## config.mk

```make
export PLATFORM = sky130hd
export DESIGN_NAME = mem_access_stage
export DESIGN_NICKNAME = d
export VERILOG_FILES = /design/src/rtl/mem_access_stage.sv
export SDC_FILE = /design/constraint.sdc
export NUM_CORES = 1
export LEC_CHECK = 0
export ABC_CLOCK_PERIOD_IN_PS = 3000
export CAP_MARGIN = 20
export CORE_AREA = 5 5 211 213
export DETAILED_ROUTE_END_ITERATION = 16
export DIE_AREA = 0 0 216 218
export PLACE_DENSITY = 0.55
export SETUP_SLACK_MARGIN = 0.5
export SYNTH_ARGS = -nofsm -noshare
export SYNTH_HDL_FRONTEND = slang
export SYNTH_SLANG_ARGS = --single-unit
```

## constraint.sdc

```tcl
create_clock -name clk -period 3 [get_ports clk]
set_clock_uncertainty 0.1 [all_clocks]
set_input_delay 0.3 -clock clk [delete_from_list [all_inputs] [get_ports clk]]
set_output_delay 0.3 -clock clk [all_outputs]
set_load 0.02 [all_outputs]
```

## src/rtl/mem_access_stage.sv

```systemverilog
// Purpose: memory-access pipeline stage. It drives a req/gnt/rvalid data port, aligns and
//          extends load data, and registers the MEM/WB payload.
// Latency: a store granted in its first cycle retires with no stall. The fastest load is one
//          address cycle with gnt, then one cycle with rvalid, and its result is in WB one clk later.
// Backpressure: stall_MEM is high while a legal memory op has not completed. WB takes a bubble
//          while stalled. At most one transaction is outstanding.
// Ports:
//   clk, rst                   : clock and synchronous active-low reset
//   *_MEM inputs               : registered EX/MEM operands and controls
//   dmem_* outputs and inputs  : 8-byte data-memory port (req/gnt for address, rvalid/rdata for loads)
//   stall_MEM                  : freezes the upstream pipeline
//   wb_* outputs               : registered MEM/WB payload
module mem_access_stage #(
  parameter int XLEN  = 64,
  parameter int RID_W = 5
) (
  input  logic             clk,
  input  logic             rst,
  input  logic             flush_MEM,
  input  logic [RID_W-1:0] rd_MEM,
  input  logic             is_load_MEM,
  input  logic             is_store_MEM,
  input  logic [1:0]       size_MEM,
  input  logic             unsigned_MEM,
  input  logic [XLEN-1:0]  alu_result_MEM,
  input  logic [XLEN-1:0]  rdata_2_MEM,
  input  logic [XLEN-1:0]  pc_MEM,
  output logic             dmem_req,
  output logic             dmem_we,
  output logic [XLEN-1:0]  dmem_addr,
  output logic [XLEN-1:0]  dmem_wdata,
  output logic [7:0]       dmem_wmask,
  input  logic             dmem_gnt,
  input  logic             dmem_rvalid,
  input  logic [XLEN-1:0]  dmem_rdata,
  output logic             stall_MEM,
  output logic             wb_valid,
  output logic [RID_W-1:0] wb_rd,
  output logic [XLEN-1:0]  wb_data,
  output logic             wb_misalign,
  output logic [XLEN-1:0]  wb_pc
);

  typedef enum logic [1:0] {IDLE, REQ, WAIT} state_t;

  state_t          r_state;
  state_t          w_state_nxt;
  logic            w_mem_op;
  logic            w_misalign;
  logic            w_go;
  logic            w_complete;
  logic            w_load_done;
  logic [2:0]      w_off;
  logic [5:0]      w_shamt;
  logic [7:0]      w_size_mask;
  logic [XLEN-1:0] w_shifted;
  logic [XLEN-1:0] w_load_data;
  logic [XLEN-1:0] w_wb_data;

  assign w_mem_op = ~flush_MEM & (is_load_MEM | is_store_MEM);
  assign w_off    = alu_result_MEM[2:0];
  assign w_shamt  = {w_off, 3'b000};

  // The access must be naturally aligned to its own size.
  always_comb begin
    w_misalign  = 1'b0;
    w_size_mask = 8'h01;
    case (size_MEM)
      2'd0: begin w_misalign = 1'b0;        w_size_mask = 8'h01; end
      2'd1: begin w_misalign = w_off[0];    w_size_mask = 8'h03; end
      2'd2: begin w_misalign = |w_off[1:0]; w_size_mask = 8'h0F; end
      default: begin w_misalign = |w_off;   w_size_mask = 8'hFF; end
    endcase
    w_misalign = w_misalign & w_mem_op;
  end

  assign w_go = w_mem_op & ~w_misalign;

  // Address, data and mask come from the held EX/MEM operands, so they stay stable
  // for as long as the request is pending.
  assign dmem_we    = is_store_MEM & w_mem_op;
  assign dmem_addr  = {alu_result_MEM[XLEN-1:3], 3'b000};
  assign dmem_wdata = rdata_2_MEM << w_shamt;
  assign dmem_wmask = w_size_mask << w_off;

  always_ff @(posedge clk) begin
    if (!rst) begin
      r_state <= IDLE;
    end else begin
      r_state <= w_state_nxt;
    end
  end

  // A load leaves the address phase for WAIT. A store completes in the cycle it is granted.
  always_comb begin
    w_state_nxt = r_state;
    dmem_req    = 1'b0;
    w_complete  = 1'b0;
    w_load_done = 1'b0;
    case (r_state)
      IDLE: begin
        if (w_go) begin
          dmem_req = 1'b1;
          if (dmem_gnt) begin
            if (is_load_MEM) w_state_nxt = WAIT;
            else             w_complete  = 1'b1;
          end else begin
            w_state_nxt = REQ;
          end
        end
      end
      REQ: begin
        dmem_req = 1'b1;
        if (dmem_gnt) begin
          if (is_load_MEM) begin
            w_state_nxt = WAIT;
          end else begin
            w_complete  = 1'b1;
            w_state_nxt = IDLE;
          end
        end
      end
      WAIT: begin
        if (dmem_rvalid) begin
          w_complete  = 1'b1;
          w_load_done = 1'b1;
          w_state_nxt = IDLE;
        end
      end
      default: w_state_nxt = IDLE;
    endcase
  end

  assign stall_MEM = w_go & ~w_complete;

  // Shift the addressed lane down to bit 0, then extend it to full width.
  assign w_shifted = dmem_rdata >> w_shamt;

  always_comb begin
    w_load_data = w_shifted;
    case (size_MEM)
      2'd0: w_load_data = unsigned_MEM ? {{(XLEN-8){1'b0}}, w_shifted[7:0]}
                                       : {{(XLEN-8){w_shifted[7]}}, w_shifted[7:0]};
      2'd1: w_load_data = unsigned_MEM ? {{(XLEN-16){1'b0}}, w_shifted[15:0]}
                                       : {{(XLEN-16){w_shifted[15]}}, w_shifted[15:0]};
      2'd2: w_load_data = unsigned_MEM ? {{(XLEN-32){1'b0}}, w_shifted[31:0]}
                                       : {{(XLEN-32){w_shifted[31]}}, w_shifted[31:0]};
      default: w_load_data = w_shifted;
    endcase
  end

  assign w_wb_data = w_load_done ? w_load_data :
                     w_misalign  ? '0          : alu_result_MEM;

  // While stalled, WB takes a bubble and the remaining fields hold their values.
  always_ff @(posedge clk) begin
    if (!rst) begin
      wb_valid    <= 1'b0;
      wb_rd       <= '0;
      wb_data     <= '0;
      wb_misalign <= 1'b0;
      wb_pc       <= '0;
    end else if (stall_MEM) begin
      wb_valid    <= 1'b0;
    end else begin
      wb_valid    <= ~flush_MEM;
      wb_rd       <= rd_MEM;
      wb_pc       <= pc_MEM;
      wb_misalign <= w_misalign;
      wb_data     <= w_wb_data;
    end
  end

endmodule
```

==> impl_results.md <==
* Outcome: complete, no violations
* Rel. slew slack at 36.1%
* Number of buffers created by CTS at 17
* Worst Path Required at 2600 ps
* Total number of vias at 11400
* Synth warn at 0
* Htree depth at 4
* Root Buffer: clkbuf_16
* Mapped Area at 9580 µm²
* Initial Util at 22.5%
* Unrepaired setup endpoints after global routing: yes
* Layout cells sized above 1 at 9.14%
* Synth cell count leaders: nand2_1, a21oi_1, dfxtp_1
* First-pass GRT wire length at 75.8 mm
* Synth Instances at 1287
* Final WS setup at 504 ps
* Gpl congestion at 0.923
* Setup tns final at 0 ps
* Crit Reg-Reg Startpoint: r_state[0]
* Part of the Yosys area used for sequential elements at 28.6%
* DRT iter0 DRCs at 856
* Area leader, netlist: dfxtp_1
* Core ar. at 42500 µm²
* Reg-to-reg slack, setup at 900 ps
* Clock period minus worst slack at 2500 ps
* I/O pins at 545
* CTS tree: yes
* Dpl ws at 153 ps
* Final WL at 54.0 mm
* Synth-to-Final Area Change at 65.7%
* Crit path max fanout at 2
* Final Max Slew Viols at 0
* Worst Reg-to-Reg Cells at 5
* Crit path kind: input pin to output pin
* DPL Wire Length at 42.9 mm
* Main flop type after synthesis: dfxtp_1
* FP Rows at 76
* Die W at 216 µm
* Hold endpoint: wb_data[2]
* Number of global-route vias before repair at 11000
* Pre-antenna DRT Iters at 6
* Clk buf depth at 2
* Avg WL per Cell at 23.6 µm
* Die height at 218 µm
* Worst vdd ir at 0.363 mV
* Grt total ovfl at 0
* Maxcap violations at 0
* Final setup viols at 0
* Count leader, synth: nand2_1
* Initial antenna violation count at 19
* CP Capture Type: output pin
* Hold path depth at 3
* Post-DRT Antenna Nets at 0
* Startpoint types: input pin
* PortBufs at 541
* Fmax at 401 MHz
* Post-route DRC at 0
* HP Start: alu_result_MEM[2]
* Worst skew pair latency at 420 ps
* Lkg Pwr at 6.28 nW
* Clk sink count at 137
* Post-synth EDFFs at 0
* Nets at 1987
* Average cell area after synthesis at 7.44 µm²
* Fin. Hold Viols at 0
* GRT Resource Usage Total at 21.3%
* Yosys top cell area share at 28.6%
* Number of fillers in the final layout at 4432
* Clock transition at the registers of the reported paths at 70 ps
* Worst-Margin Slew at 952 ps
* Final Cycle Share at 83.2%
* Flops & latches, synth at 137
* Synth unique cells at 60
* Async set-reset flop share out of synthesis at 0%
* Worst min path class: input pin to register
* DR vias/cell at 5.00
* Die area at 47100 µm²
* Largest net degree at the start of global routing at 119
* Synth area leaders: dfxtp_1, a21oi_1, mux2i_1
* FF-to-FF End: wb_data[62]
* Cts hold-fix bufs at 0
* Arrival @ worst endpoint at 2100 ps
* PwrDens at 411 nW/µm²
==> routing by layer <==
| layer | wire length (µm) | share of wire (%) | track usage [%] |
|---|---|---|---|
| met1 | 21900 | 40 | 26.1 |
| met2 | 25700 | 48 | 35.9 |
| met3 | 5020 | 9.3 | 7.37 |
| met4 | 1290 | 2.4 | 5.43 |
| met5 | 97 | 0.18 | 0 |
==> state kept, by name, summed over array words and instances (netlist names) <==
signal / flops
wb_data: 64
wb_pc: 64
wb_valid: 1
wb_rd: 5
r_state: 2
wb_misalign: 1
==> where the power goes <==
part,leakage (nW),internal (W),switching [W],total (W)
Clock,0.294,0.00119,0.000983,0.00218
Combinational,4.85,0.00111,0.00122,0.00233
Sequential,1.14,0.00195,0.0000754,0.00203
==> what timing repair did <==
action,CTS,global route
setup endpoints to repair,37,46
resized for setup,17,20
buffers inserted,1,1
gates cloned,0,1
pin swaps,1,1
hold endpoints to repair,0,0
==> kinds of logic (layout without fill, tap and decap cells) <==
kind of cell           Yosys count  in the layout  share of synthesized area, %
DFF                            137            137                          28.6
buffers and inverters          189            629                          10.7
other                            1             14                        0.0391
and+or+nand+nor                432            432                          19.1
AOI/OAI and AO/OA              403            403                          26.6
muxes                          125            125                          14.9
==> layout make-up <==
| type | instances | area (µm²) | area share (%) |
|---|---|---|---|
| repair buffers | 588 | 5910 | 37.2 |
| multi-input cells | 963 | 5870 | 37.0 |
| flip-flops and latches | 137 | 2740 | 17.3 |
| well taps | 546 | 683 | 4.30 |
| clock buffers | 17 | 425 | 2.68 |
| clock inverters | 15 | 178 | 1.12 |
| inverters | 9 | 38.8 | 0.244 |
| diodes | 11 | 27.5 | 0.173 |
==> metrics by stage <==
step | util [%] | area, µm² | instances | hold WS (ps) | power (W)
2_1_floorplan | - | 9590 | 1289 | 272 | 0.00319
3_3_place_gp | 35.6 | 15100 | 2240 | 337 | 0.00439
3_5_place_dp | 35.6 | 15100 | 2240 | 340 | 0.00439
4_1_cts | 37.1 | 15800 | 2273 | 290 | 0.00659
5_1_grt | 37.3 | 15900 | 2283 | 293 | 0.00683
6_report | 37.3 | 15900 | 2286 | 304 | 0.00653
==> layout by cell type, fill, tap and decap left out, types with 11 or more instances in the layout <==
master and instances:
a21o_1 22, mux2i_1 91, o21ai_0 39, diode_2 11, nand3_1 24, nor2_1 119, a211oi_1 13, o211ai_1 12
mux4_2 12, o22ai_1 16, dfxtp_1 137, mux2_2 22, nand2_1 213, o2bb2ai_1 16, dlymetal6s2s_1 11, buf_4 38
clkbuf_16 18, a21oi_1 202, a32o_1 15, clkdlybuf4s50_1 515, nor3_1 17
==> how the worst max path moves through the flow <==
stage | start | end | slack [ps] | depth (start not counted)
2_1_floorplan | alu_result_MEM[1] | dmem_wdata[56] | 540 | 8
3_3_place_gp | size_MEM[0] | wb_data[62] | 140 | 6
3_5_place_dp | size_MEM[0] | wb_data[56] | 150 | 6
4_1_cts | alu_result_MEM[2] | dmem_wdata[10] | 470 | 5
5_1_grt | alu_result_MEM[0] | dmem_wdata[37] | 460 | 7
6_report | rdata_2_MEM[17] | dmem_wdata[57] | 500 | 6
==> critical path, stage by stage <==
cell and delay, ps:
clkdlybuf4s50_1 590, mux2i_1 150, a21oi_2 260, nand2_1 70, o21ai_0 80, clkdlybuf4s50_1 640
(Power assumes the default switching activity.)
